===== src/rtl/dmem_pkg.sv =====
// Shared definitions for the data-memory port arbiter.
// Holds the funct3 load/store width encodings, the arbiter FSM state
// encoding and a helper that classifies a core access as misaligned.
package dmem_pkg;

    // funct3 encodings for loads/stores (RV32I)
    localparam logic [2:0] F3_B  = 3'b000;
    localparam logic [2:0] F3_H  = 3'b001;
    localparam logic [2:0] F3_W  = 3'b010;
    localparam logic [2:0] F3_BU = 3'b100;
    localparam logic [2:0] F3_HU = 3'b101;

    // Arbiter FSM states
    typedef enum logic [1:0] {
        ST_IDLE = 2'b00,
        ST_C_RD = 2'b01,
        ST_E_RD = 2'b10
    } dmem_state_t;

    // Returns 1 when the access cannot be issued: halfword on an odd
    // address, word not on a 4-byte boundary, or an encoding that has no
    // load/store meaning (011, 110, 111).
    function automatic logic f3Misalign(input logic [2:0] funct3,
                                        input logic [1:0] addrLo);
        logic bad;
        case (funct3)
            F3_B, F3_BU: bad = 1'b0;
            F3_H, F3_HU: bad = addrLo[0];
            F3_W:        bad = (addrLo != 2'b00);
            default:     bad = 1'b1;
        endcase
        return bad;
    endfunction

endpackage


===== src/rtl/dmem_lane_align.sv =====
// Byte-lane alignment for the data-memory port (purely combinational).
// Store direction: funct3 + addrLo + right-justified data -> byte enables,
//   lane-replicated write data and the misalign flag.
// Load direction: funct3 + addrLo + raw memory word -> shifted and
//   sign/zero-extended load result.
// Ports:
//   stFunct3, stAddrLo, stData  : store-direction inputs (current access)
//   stBe, stLaneData, misalign  : store-direction results
//   ldFunct3, ldAddrLo, ldData  : load-direction inputs (captured access)
//   ldResult                    : extended load result
module dmem_lane_align
    import dmem_pkg::*;
(
    input  logic [2:0]  stFunct3,
    input  logic [1:0]  stAddrLo,
    input  logic [31:0] stData,
    output logic [3:0]  stBe,
    output logic [31:0] stLaneData,
    output logic        misalign,
    input  logic [2:0]  ldFunct3,
    input  logic [1:0]  ldAddrLo,
    input  logic [31:0] ldData,
    output logic [31:0] ldResult
);

    logic [31:0] ldShift_s;

    // Store byte enables and replicated lane data; width taken from funct3[1:0]
    always_comb begin
        stBe       = 4'b0000;
        stLaneData = 32'h0000_0000;
        misalign   = f3Misalign(stFunct3, stAddrLo);
        case (stFunct3[1:0])
            2'b00: begin
                stBe       = 4'b0001 << stAddrLo;
                stLaneData = {4{stData[7:0]}};
            end
            2'b01: begin
                if (stAddrLo[1]) begin
                    stBe = 4'b1100;
                end else begin
                    stBe = 4'b0011;
                end
                stLaneData = {2{stData[15:0]}};
            end
            2'b10: begin
                stBe       = 4'b1111;
                stLaneData = stData;
            end
            default: begin
                stBe       = 4'b0000;
                stLaneData = 32'h0000_0000;
            end
        endcase
    end

    // Load result: move the addressed lane to bit 0, then extend
    always_comb begin
        ldShift_s = ldData >> {ldAddrLo, 3'b000};
        case (ldFunct3)
            F3_B:    ldResult = {{24{ldShift_s[7]}}, ldShift_s[7:0]};
            F3_BU:   ldResult = {24'h00_0000, ldShift_s[7:0]};
            F3_H:    ldResult = {{16{ldShift_s[15]}}, ldShift_s[15:0]};
            F3_HU:   ldResult = {16'h0000, ldShift_s[15:0]};
            F3_W:    ldResult = ldShift_s;
            default: ldResult = 32'h0000_0000;
        endcase
    end

endmodule


===== src/rtl/dmem_port_arbiter.sv =====
// Single-port data memory arbiter between the core MEM stage (port C) and
// an external loader/debug master (port E).
// Ports:
//   clk, rst                      : clock, asynchronous active-high reset
//   c_req/c_we/c_funct3/c_addr/c_wdata : core access request
//   c_stall                       : hold MEM and earlier stages
//   c_rdata/c_rvalid              : extended core load result (one-cycle pulse)
//   c_misalign                    : misaligned/unsupported core access pulse
//   e_req/e_we/e_addr/e_wdata     : external word request, held until e_gnt
//   e_gnt                         : external request accepted this cycle
//   e_rdata/e_rvalid              : raw external read data, cycle after grant
//   m_en/m_we/m_be/m_addr/m_wdata : memory macro request
//   m_rdata                       : memory read data, cycle after a read
// The memory side is driven in the same cycle as the request because the
// macro returns data one cycle after m_en; all outputs are forced to 0
// while rst is high.
module dmem_port_arbiter
    import dmem_pkg::*;
#(
    parameter int AW           = 32,
    parameter int STARVE_LIMIT = 4
) (
    input  logic          clk,
    input  logic          rst,
    input  logic          c_req,
    input  logic          c_we,
    input  logic [2:0]    c_funct3,
    input  logic [AW-1:0] c_addr,
    input  logic [31:0]   c_wdata,
    output logic          c_stall,
    output logic [31:0]   c_rdata,
    output logic          c_rvalid,
    output logic          c_misalign,
    input  logic          e_req,
    input  logic          e_we,
    input  logic [AW-1:0] e_addr,
    input  logic [31:0]   e_wdata,
    output logic          e_gnt,
    output logic [31:0]   e_rdata,
    output logic          e_rvalid,
    output logic          m_en,
    output logic          m_we,
    output logic [3:0]    m_be,
    output logic [AW-1:0] m_addr,
    output logic [31:0]   m_wdata,
    input  logic [31:0]   m_rdata
);

    localparam logic [AW-1:0] WORD_MASK = ~AW'(3);
    localparam logic [3:0]    LIMIT     = 4'(STARVE_LIMIT);

    dmem_state_t state_r;
    logic [3:0]  starveCnt_r;
    logic [2:0]  ldFunct3_r;
    logic [1:0]  ldAddrLo_r;

    logic        eWin_s;
    logic        cWin_s;
    logic        cAccess_s;
    logic        cLoad_s;
    logic        misalign_s;
    logic [3:0]  stBe_s;
    logic [31:0] stLane_s;
    logic [31:0] ldResult_s;

    dmem_lane_align uAlign (
        .stFunct3   (c_funct3),
        .stAddrLo   (c_addr[1:0]),
        .stData     (c_wdata),
        .stBe       (stBe_s),
        .stLaneData (stLane_s),
        .misalign   (misalign_s),
        .ldFunct3   (ldFunct3_r),
        .ldAddrLo   (ldAddrLo_r),
        .ldData     (m_rdata),
        .ldResult   (ldResult_s)
    );

    // Arbitration: only IDLE grants; E wins when C is idle or E has starved
    always_comb begin
        eWin_s    = 1'b0;
        cWin_s    = 1'b0;
        cAccess_s = 1'b0;
        cLoad_s   = 1'b0;
        if (state_r == ST_IDLE) begin
            eWin_s    = e_req && (!c_req || (starveCnt_r == LIMIT));
            cWin_s    = c_req && !eWin_s;
            cAccess_s = cWin_s && !misalign_s;
            cLoad_s   = cAccess_s && !c_we;
        end else begin
            eWin_s    = 1'b0;
            cWin_s    = 1'b0;
            cAccess_s = 1'b0;
            cLoad_s   = 1'b0;
        end
    end

    // Output drive; everything is held at 0 while reset is asserted
    always_comb begin
        c_stall    = 1'b0;
        c_rdata    = 32'h0000_0000;
        c_rvalid   = 1'b0;
        c_misalign = 1'b0;
        e_gnt      = 1'b0;
        e_rdata    = 32'h0000_0000;
        e_rvalid   = 1'b0;
        m_en       = 1'b0;
        m_we       = 1'b0;
        m_be       = 4'b0000;
        m_addr     = '0;
        m_wdata    = 32'h0000_0000;
        if (!rst) begin
            // The core is held during its own load issue and whenever E
            // occupies the memory (grant cycle or read-data cycle).
            c_stall    = cLoad_s || (c_req && (eWin_s || (state_r == ST_E_RD)));
            c_misalign = cWin_s && misalign_s;
            e_gnt      = eWin_s;
            if (state_r == ST_C_RD) begin
                c_rvalid = 1'b1;
                c_rdata  = ldResult_s;
            end else begin
                c_rvalid = 1'b0;
                c_rdata  = 32'h0000_0000;
            end
            if (state_r == ST_E_RD) begin
                e_rvalid = 1'b1;
                e_rdata  = m_rdata;
            end else begin
                e_rvalid = 1'b0;
                e_rdata  = 32'h0000_0000;
            end
            if (eWin_s) begin
                m_en    = 1'b1;
                m_we    = e_we;
                m_be    = 4'b1111;
                m_addr  = e_addr & WORD_MASK;
                m_wdata = e_wdata;
            end else if (cAccess_s) begin
                m_en    = 1'b1;
                m_we    = c_we;
                m_be    = stBe_s;
                m_addr  = c_addr & WORD_MASK;
                if (c_we) begin
                    m_wdata = stLane_s;
                end else begin
                    m_wdata = 32'h0000_0000;
                end
            end else begin
                m_en    = 1'b0;
                m_we    = 1'b0;
                m_be    = 4'b0000;
                m_addr  = '0;
                m_wdata = 32'h0000_0000;
            end
        end else begin
            c_stall = 1'b0;
        end
    end

    // FSM, starvation counter and captured load attributes
    always_ff @(posedge clk or posedge rst) begin
        if (rst) begin
            state_r     <= ST_IDLE;
            starveCnt_r <= 4'd0;
            ldFunct3_r  <= 3'b000;
            ldAddrLo_r  <= 2'b00;
        end else begin
            if (eWin_s) begin
                starveCnt_r <= 4'd0;
            end else if (e_req && (starveCnt_r != 4'd15)) begin
                starveCnt_r <= starveCnt_r + 4'd1;
            end else begin
                starveCnt_r <= starveCnt_r;
            end
            case (state_r)
                ST_IDLE: begin
                    if (eWin_s && !e_we) begin
                        state_r <= ST_E_RD;
                    end else if (cLoad_s) begin
                        state_r    <= ST_C_RD;
                        ldFunct3_r <= c_funct3;
                        ldAddrLo_r <= c_addr[1:0];
                    end else begin
                        state_r <= ST_IDLE;
                    end
                end
                ST_C_RD: state_r <= ST_IDLE;
                ST_E_RD: state_r <= ST_IDLE;
                default: state_r <= ST_IDLE;
            endcase
        end
    end

endmodule


===== config.mk =====
export PLATFORM = sky130hd
export DESIGN_NAME = dmem_port_arbiter
export DESIGN_NICKNAME = d
export VERILOG_FILES = /design/src/rtl/dmem_pkg.sv /design/src/rtl/dmem_lane_align.sv /design/src/rtl/dmem_port_arbiter.sv
export SDC_FILE = /design/constraint.sdc
export NUM_CORES = 1
export LEC_CHECK = 0
export BUFFER_PORTS_ARGS = -buffer_cell sky130_fd_sc_hd__buf_2
export CORE_AREA = 5 5 117 119
export DETAILED_ROUTE_END_ITERATION = 12
export DIE_AREA = 0 0 122 124
export GPL_ROUTABILITY_DRIVEN = 1
export PLACE_DENSITY_LB_ADDON = 0.3
export SLEW_MARGIN = 40
export SYNTH_ARGS = -nofsm -noshare
export SYNTH_HDL_FRONTEND = slang
export SYNTH_SLANG_ARGS = --single-unit

===== constraint.sdc =====
create_clock -name clk -period 2.03 [get_ports clk]
set_clock_uncertainty 0.15 [all_clocks]
set_input_delay 0.1015 -clock clk [delete_from_list [all_inputs] [get_ports clk]]
set_output_delay 0.1015 -clock clk [all_outputs]
set_load 0.01 [all_outputs]

==> After elaboration in Yosys (flattened, before gate mapping) <==
Cells that the tools add are included.
{ "word_totals": {"reg_bits": 11, "wordCells": 88, "in_bits": 169, "output_inout_bits": 139} }
{ "classes": {"shifts": 2, "bitwise": 1, "eq_ne": 14, "n_reduce_logical": 25, "mux": 41, "n_addsub": 1} }
{ "ops": {"columns": ["cell", "count"], "rows": [
  ["$mux W32", 11],
  ["$pmux W32 S5", 1],
  ["$pmux W32 S3", 1],
  ["$shr A32 B5 Y32", 1],
  ["$mux W4", 6],
  ["$mux W1", 18],
  ["$eq A3 B3 Y1 const B", 4],
  ["$pmux W4 S3", 1],
  ["$logic_and A1 B1 Y1", 8],
  ["$eq A3 B1 Y1 const B", 2],
  ["$eq A3 B2 Y1 const B", 2],
  ["$logic_not A3 Y1", 2],
  ["$logic_not A1 Y1", 5],
  ["$add A4 B1 Y4 const B", 1],
  ["$eq A2 B1 Y1 const B", 2],
  ["$eq A2 B2 Y1 const B", 2],
  ["$eq A4 B3 Y1 const B", 1],
  ["$logic_not A2 Y1", 2],
  ["$mux W2", 2],
  ["$ne A4 B4 Y1 const B", 1],
  ["$reduce_bool A2 Y1", 2],
  ["$reduce_or A2 Y1", 2],
  ["$shl A1 B2 Y4 const A", 1],
  ["$logic_or A1 B1 Y1", 3],
  ["3 further kinds", 3]
]} }

==> Depth between registers and ports, before layout <==
Gate-level depths: netlist (run 1).
{ "logic_depth": {"word_depth": 11, "ltp_mapped": 8, "mapped_depth_nobuf": 6} }

==> Modules after synthesis <==
Synthesis (run 1) repeated with hierarchy kept, for this count alone.
{ "unflattened": {"cells_unflattened": 555, "hier_area_um2": 3465.8} }
{ "modules_own_cells": {"columns": ["module", "cells_each", "area_per_inst_um2", "seq_area_each_um2", "instances"], "rows": [
  ["dmem_port_arbiter", 357, 2078.2, 275.3, 1],
  ["dmem_lane_align", 198, 1387.6, 0.0, 1]
]} }

==> Worst setup path after synthesis (run 1) <==
No wires, ideal clock.
{ "synth_timing": {"path_kind": "reg2out", "start": "register state_r[1]", "end": "output port m_wdata[10]", "t_arrival_ps": 1828, "slack_ps": -49, "stages_incl_launch_ff": 7, "path_buffers": 2, "t_required_ps": 1778, "path_cell_list": "dfrtp_1 or3_1 a2111oi_4 and2_1 buf_2 buf_6 a22o_1"} }
{ "synth_via": {"elab_chain_cells": 5, "elab_cells_between_ends": 6, "cone_classes": "mux: 5; reduce/logical: 1"} }
{ "synth_lines": {"columns": ["element", "line_no", "source"], "rows": [
  ["start, declared", "dmem_port_arbiter.sv:52", "dmem_state_t state_r;"],
  ["start signal, assigned", "dmem_port_arbiter.sv:163", "state_r <= ST_IDLE;"],
  ["start signal, assigned", "dmem_port_arbiter.sv:178", "state_r <= ST_E_RD;"],
  ["start signal, assigned", "dmem_port_arbiter.sv:180", "state_r <= ST_C_RD;"],
  ["$logic_not A2 Y1 *", "dmem_port_arbiter.sv:85", "if (state_r == ST_IDLE) begin"],
  ["$mux W1", "dmem_port_arbiter.sv:85", null],
  ["$mux W32", "dmem_port_arbiter.sv:138", "end else if (cAccess_s) begin"],
  ["$mux W32 *", "dmem_port_arbiter.sv:132", "if (eWin_s) begin"],
  ["$mux W32 *", "dmem_port_arbiter.sv:112", "if (!rst) begin"],
  ["end, declared", "dmem_port_arbiter.sv:45", "output logic [31:0] m_wdata,"]
]} }
Every way passes the cells marked *; elsewhere a longest branch is shown, timed or not.

==> Worst setup path after layout (run 1) <==
{ "layout_timing": {"start": "register starveCnt_r[0]", "end": "output port m_wdata[22]"} }
{ "layout_via": {"elab_chain_cells": 10, "elab_cells_between_ends": 11, "cone_classes": "eq/ne: 1; mux: 5; reduce/logical: 5"} }
{ "layout_lines": {"columns": ["element", "line_no", "source"], "rows": [
  ["start, declared", "dmem_port_arbiter.sv:53", "logic [3:0] starveCnt_r;"],
  ["start signal, assigned", "dmem_port_arbiter.sv:171", "starveCnt_r <= starveCnt_r + 4'd1;"],
  ["start signal, assigned", "dmem_port_arbiter.sv:173", "starveCnt_r <= starveCnt_r;"],
  ["$eq A4 B3 Y1 *", "dmem_port_arbiter.sv:86", "eWin_s = e_req && (!c_req || (starveCnt_r == LIMIT));"],
  ["$logic_or A1 B1 Y1 *", "dmem_port_arbiter.sv:86", null],
  ["$logic_and A1 B1 Y1 *", "dmem_port_arbiter.sv:86", null],
  ["$logic_not A1 Y1", "dmem_port_arbiter.sv:87", "cWin_s = c_req && !eWin_s;"],
  ["$logic_and A1 B1 Y1", "dmem_port_arbiter.sv:87", null],
  ["$logic_and A1 B1 Y1", "dmem_port_arbiter.sv:88", "cAccess_s = cWin_s && !misalign_s;"],
  ["$mux W1", "dmem_port_arbiter.sv:85", null],
  ["$mux W32", "dmem_port_arbiter.sv:138", null],
  ["$mux W32 *", "dmem_port_arbiter.sv:132", null],
  ["$mux W32 *", "dmem_port_arbiter.sv:112", null]
]} }
Marked as above.

==> out/metrics.csv, run 1 <==
metric,value,unit
wl_met3,1747,µm
h-tree-depth,1,
initial_core_util,21.18,%
grt_max_degree,34,
synth.distinct_cells,41,
comb_power_share,73.8,%
switchingPower,1.219,mW
cp_slowest_cell,dfrtp_1,
synth_flop_cell,dfrtp_1,
rsz0062_at_grt,yes,
sw_frac_of_total,42.85,%
ioPinCount,308,
max_stage_delay,0.35,ns
path_delay_family,buffers and inverters,
wl_met2,8730,µm
power_density,496.0,nW/µm²
ant_nets,0,
status,"complete, but fails checks",
synth_edf_count,0,
dp.cells,838,
endpoint,m_wdata[22],
r2r_slack,0.08,ns
syn_avg_cell_area,7.354,µm²
p_seq_share,13.7,%
internal_power,1.626,mW
drc,0,
clock_latency,0.24,ns
clock_path_buffers,2,
netlist_instances,359,
hpwl,13640,µm
num_rows,41,
grt_overflow_total,0,
max_freq,431.2,MHz
drv_slew,0,
path_buf_inv,4,
path_cells,"inv_2, ha_4, and4b_2, a2111oi_4, buf_4, nand2_4, buf_12, o2bb2ai_1, buf_2",
numPortBuffers,303,
detailedRoute.firstPassIterationCount,5,
required,1.78,ns
routabilityCongestion,0.9897,
grt_usage,19.85,%
pre_cts_ws,-0.1667,ns
grt_pass1_wl,23430,µm
cts_tree,done,
top_layer_used,met5,
reg2reg_from,starveCnt_r[0]$_DFFE_PP0P_,
cp_max_fo,8,
drt-met1-wl,6200,µm
power.leakage,3.135,nW
min_from,e_req,
critPathLaunchType,register,
grt_pass1_vias,4223,
path_depth,9,
final_nets,872,
cts.sinks,11,
violations,negative setup slack,
synth_area_leaders,"a22o_1, dfrtp_1, mux2i_1",
numCtsBuffers,3,
finalInstanceArea,5737,µm²
core,12470,µm²
syn_area,2640,µm²
layout-drive-gt1-share,64.00,%
yosys_warnings,0,
layout_min_cycle_time,2.319,ns
vias,4411,
vias_per_cell,5.053,
postLayoutSetupSlackWorst,-0.2893,ns
routed_wl,17340,µm
peakVddDrop,0.2830,mV
synth_seq_area_share,10.43,%
worst-setup-path-type,reg -> out,
drt_iter0_markers,308,
r2r_end,ldAddrLo_r[1]$_DFFE_PP0P_,
fin_cells,873,
r2r_cells,8,
areaGrowthSynthToFinish,117.3,%
grt_antenna_before_repair,5,
ys_ff_latch,11,
yosysTopAreaCellShare,15.26,%
die_h,124,µm
clock_power_share,12.6,%
cp-startpoint,starveCnt_r[0]$_DFFE_PP0P_,
path_clk_slew,0.04,ns
place_area,4578,µm²
fin_util,46.02,%
setup_viol_count_final,94,
max_cap_viol_count,0,
synth_area_leader_cell,a22o_1,
die-area,15130,µm²
clockRootBuffer,clkbuf_16,
die_w,122,µm
end_kind,output pin,
wl_per_cell,19.86,µm
min_path_type,in -> reg,
hold_violations,0,
period_share,114.3,%
worstPathArrival,2.07,ns
async_reset_ff_share,100.0,%
-- sequential cells by signal (all words and copies together) (netlist names) --
signal       count
ldAddrLo_r       2
starveCnt_r      4
ldFunct3_r       3
state_r          2
-- per-stage QoR --
| step | hold WS [ns] | setup TNS, ns | power, mW |
|---|---|---|---|
| global route | 0.05864 | -22.28 | 3.022 |
| detailed placement | -0.008526 | -5.763 | 1.920 |
| finish | 0.02522 | -15.82 | 2.845 |
| CTS | 0.01736 | -18.40 | 2.672 |
| global placement | -0.01442 | -3.615 | 1.900 |
| floorplan | -0.1878 | -0.2432 | 1.245 |
-- kinds of logic after synthesis --
group	after synthesis	share of synthesized area (%)
simple gates	112	24.27
compound gates	156	43.22
xor+xnor	2	0.6636
flops	11	10.43
mux	36	14.12
other cells	1	0.1420
buf+inv	39	6.208
fa+ha+maj	2	0.9477
-- layout make-up --
cell class,instances,area [µm²]
multi-input combinational,310,2673
sequential,11,276.5
tap,172,215.2
inverter,5,18.77
timing repair buffer,370,2472
antenna,1,2.502
fill,1248,6729
clock buffer,4,78.83
-- worst min-delay path: stages --
cell     delay (ns)
buf_2          0.14
nand3_1        0.08
a21oi_1        0.06
-- layout by cell type (no fill, tap or decap), types with 7 or more instances in the layout --
| master | n |
|---|---|
| a21oi_2 | 8 |
| mux2i_1 | 23 |
| o21ai_2 | 7 |
| dfrtp_1 | 10 |
| buf_6 | 32 |
| a211oi_1 | 7 |
| buf_2 | 284 |
| buf_4 | 33 |
| clkbuf_16 | 8 |
| a22o_1 | 41 |
| nor2_1 | 19 |
| a21oi_1 | 23 |
| o21ai_0 | 11 |
| and2_1 | 39 |
| nor2b_1 | 16 |
| buf_12 | 9 |
| a21o_1 | 18 |
-- how the worst min path moves through the flow --
stage / depth (start not counted) / end / slack [ns]
after floorplan: 1 / ldAddrLo_r[0]$_DFFE_PP0P_ / -0.19
after global placement: 3 / state_r[0]$_DFF_PP0_ / -0.01
after detailed placement: 3 / ldAddrLo_r[0]$_DFFE_PP0P_ / -0.009
after CTS: 3 / starveCnt_r[1]$_DFFE_PP0P_ / 0.02
after global routing: 3 / starveCnt_r[1]$_DFFE_PP0P_ / 0.06
final: 3 / starveCnt_r[1]$_DFFE_PP0P_ / 0.03
-- routing by layer --
layer	global-route usage [%]	vias to the layer above
li1	-	2042
met4	5.602	8
met3	5.540	53
met5	0	-
met2	36.91	280
met1	22.08	2028
-- synth_stat cells (4+ instances only) --
cell type	count
o21a_1	5
nor2_1	23
clkbuf_1	26
mux2_2	10
a21o_1	18
and2_1	40
dfrtp_1	11
nor3_1	5
a21oi_1	32
mux2i_1	26
a211oi_1	14
nand3_1	4
inv_1	5
a22o_1	46
o2bb2ai_1	16
o21ai_0	21
nand2_1	6
nor2b_1	17
-- power groups by stage --
stage | registers [mW] | clock network, mW | logic, mW
after floorplan | 0.351 | 0 | 0.894
after global placement | 0.366 | 0 | 1.53
after detailed placement | 0.369 | 0 | 1.55
after CTS | 0.384 | 0.369 | 1.92
after global routing | 0.403 | 0.375 | 2.24
final | 0.389 | 0.358 | 2.10
-- what timing repair did --
action	in CTS	in global routing
pin swaps	11	40
hold endpoints to repair	12	0
resized for setup	89	59
gates cloned	4	6
buffers inserted	14	8
hold buffers	2	0
endpoints found under the setup margin	102	102
(Power assumes the default switching activity.)
==> run 2, diff against run 1 <==
--- a/config.mk
+++ b/config.mk
@@ -6,9 +6,10 @@
 export NUM_CORES = 1
 export LEC_CHECK = 0
 export BUFFER_PORTS_ARGS = -buffer_cell sky130_fd_sc_hd__buf_2
-export CORE_AREA = 5 5 117 119
+export CORE_AREA = 5 5 115 117
+export CTS_BUF_LIST = sky130_fd_sc_hd__clkbuf_4 sky130_fd_sc_hd__clkbuf_8
 export DETAILED_ROUTE_END_ITERATION = 12
-export DIE_AREA = 0 0 122 124
+export DIE_AREA = 0 0 120 122
 export GPL_ROUTABILITY_DRIVEN = 1
 export PLACE_DENSITY_LB_ADDON = 0.3
 export SLEW_MARGIN = 40
==> run 2 against run 1 <==
Effect of this change: the run still ends with negative setup slack left; routed wire length is 5.3% lower; utilization is 2.2 points lower; total power is 6.9% lower; critical path type unchanged; critical endpoint is now m_addr[23]; largest cell class unchanged.
==> out/metrics.csv, run 2 (same netlist as run 1, synthesis figures left out) <==
metric,value,unit
drc,0,
critPathLaunchType,register,
hold_violations,0,
core,12260,µm²
grt_pass1_vias,4376,
routed_wl,16420,µm
wl_per_cell,19.52,µm
top_regs,"starveCnt_r: 4 flops, ldFunct3_r: 3 flops",
fin_util,43.86,%
vias,4315,
worstPathArrival,2.12,ns
period_share,116.7,%
min_from,e_req,
antenna_cells,0,
initial_core_util,21.53,%
layout_min_cycle_time,2.369,ns
r2r_end,ldAddrLo_r[0]$_DFFE_PP0P_,
grt_overflow_total,0,
grt_usage,20.68,%
routabilityCongestion,0.9147,
required,1.78,ns
hold_end,starveCnt_r[1]$_DFFE_PP0P_,
grt_pass1_wl,24070,µm
setup_viol_count_final,92,
h-tree-depth,1,
holdPathStages,3,
power_density,492.7,nW/µm²
rsz0062_at_grt,yes,
cp_max_fo,6,
r2r_cells,7,
regMostFlops,starveCnt_r,
largest_reg_flops,4,
grt_antenna_before_repair,2,
ant_nets,0,
drt_iter0_markers,209,
power.leakage,2.976,nW
end_kind,output pin,
dp.cells,818,
path_clk_slew,0.05,ns
cp_slowest_cell,dfrtp_1,
die-area,14640,µm²
num_rows,41,
status,"complete, but fails checks",
path_delay_family,buffers and inverters,
clockRootBuffer,clkbuf_8,
max_stage_delay,0.37,ns
postLayoutSetupSlackWorst,-0.3386,ns
drv_slew,0,
die_w,120,µm
reg2reg_from,starveCnt_r[0]$_DFFE_PP0P_,
cts_tree,done,
whs,0.03470,ns
max_freq,422.2,MHz
ioPinCount,308,
violations,negative setup slack,
max_cap_viol_count,0,
peakVddDrop,0.2427,mV
path_buf_inv,5,
path_cells,"inv_2, ha_4, and4b_2, a2111oi_4, buf_6, buf_12, clkbuf_16, a22o_1, buf_2",
final_common_cell,buf_2,
min_path_type,in -> reg,
areaGrowthSynthToFinish,103.7,%
worst-setup-path-type,reg -> out,
layout-drive-gt1-share,62.81,%
detailedRoute.firstPassIterationCount,5,
clock_latency,0.24,ns
numCtsBuffers,3,
hpwl,13570,µm
finalInstanceArea,5378,µm²
fin_cells,841,
die_h,122,µm
vias_per_cell,5.131,
final_cell_mix,"buf_2, and2_1, a22o_1",
grt_max_degree,34,
clock_path_buffers,2,
numPortBuffers,303,
cts.sinks,11,
r2r_slack,0.16,ns
place_area,4591,µm²
final_nets,863,
## run 2: cell count changes in the layout (fill, tap and decap cells not counted), sizes merged
cell,change
diode,-1
bufbuf,-1
clkbuf,-4
buf,-4
## run 2: worst max-delay path by stage
stage | start | endpoint | slack, ns | cells past startpoint
final | starveCnt_r[0]$_DFFE_PP0P_ | m_addr[23] | -0.34 | 9
after global routing | starveCnt_r[0]$_DFFE_PP0P_ | m_wdata[22] | -0.41 | 8
after CTS | state_r[0]$_DFF_PP0_ | m_addr[14] | -0.33 | 7
after detailed placement | starveCnt_r[0]$_DFFE_PP0P_ | m_addr[29] | -0.15 | 8
after global placement | starveCnt_r[0]$_DFFE_PP0P_ | m_addr[29] | -0.12 | 8
after floorplan | starveCnt_r[0]$_DFFE_PP0P_ | m_wdata[21] | -0.02 | 7
## run 2: where the power goes
group	internal [mW]	switching (mW)
registers	0.290	0.0890
logic	1.01	1.02
clock network	0.152	0.0895
## run 2: layer usage
layer  part of all wire, %  GRT usage, %  routed length [µm]  vias up
met4                   1.8         3.937                 300        4
met5                  0.13             0                  21        -
met1                    37         23.89                6105     2021
met3                   9.0         5.339                1475       30
met2                    52         38.60                8515      240
li1                      -             -                   -     2020
## run 2: layout make-up
type	instances	area, µm²
Clock buffer	4	48.80
Fill cell	1248	6883
Inverter	5	18.77
Multi-Input combinational cell	310	2585
Sequential cell	11	276.5
Tap cell	150	187.7
Timing Repair Buffer	361	2261
## run 2: what timing repair did
action / in CTS / in global routing
endpoints found under the hold margin: 12 / 0
gates cloned: 3 / 1
gates resized for setup: 100 / 23
hold buffers: 2 / 0
setup buffers: 8 / 6
endpoints found under the setup margin: 100 / 100
pin swaps: 20 / 11
## run 2: per-stage QoR
step / worst slack, ns / power [mW] / TNS [ns]
after floorplan: -0.01865 / 1.245 / -0.2432
after global placement: -0.1226 / 1.883 / -1.905
after detailed placement: -0.1486 / 1.923 / -2.667
after CTS: -0.3346 / 2.531 / -20.94
after global routing: -0.4054 / 2.838 / -28.30
final: -0.3386 / 2.650 / -21.25
## run 2: worst min-delay path: stages
cell     delay (ns)
buf_2          0.14
nand3_1        0.08
a21oi_1        0.07
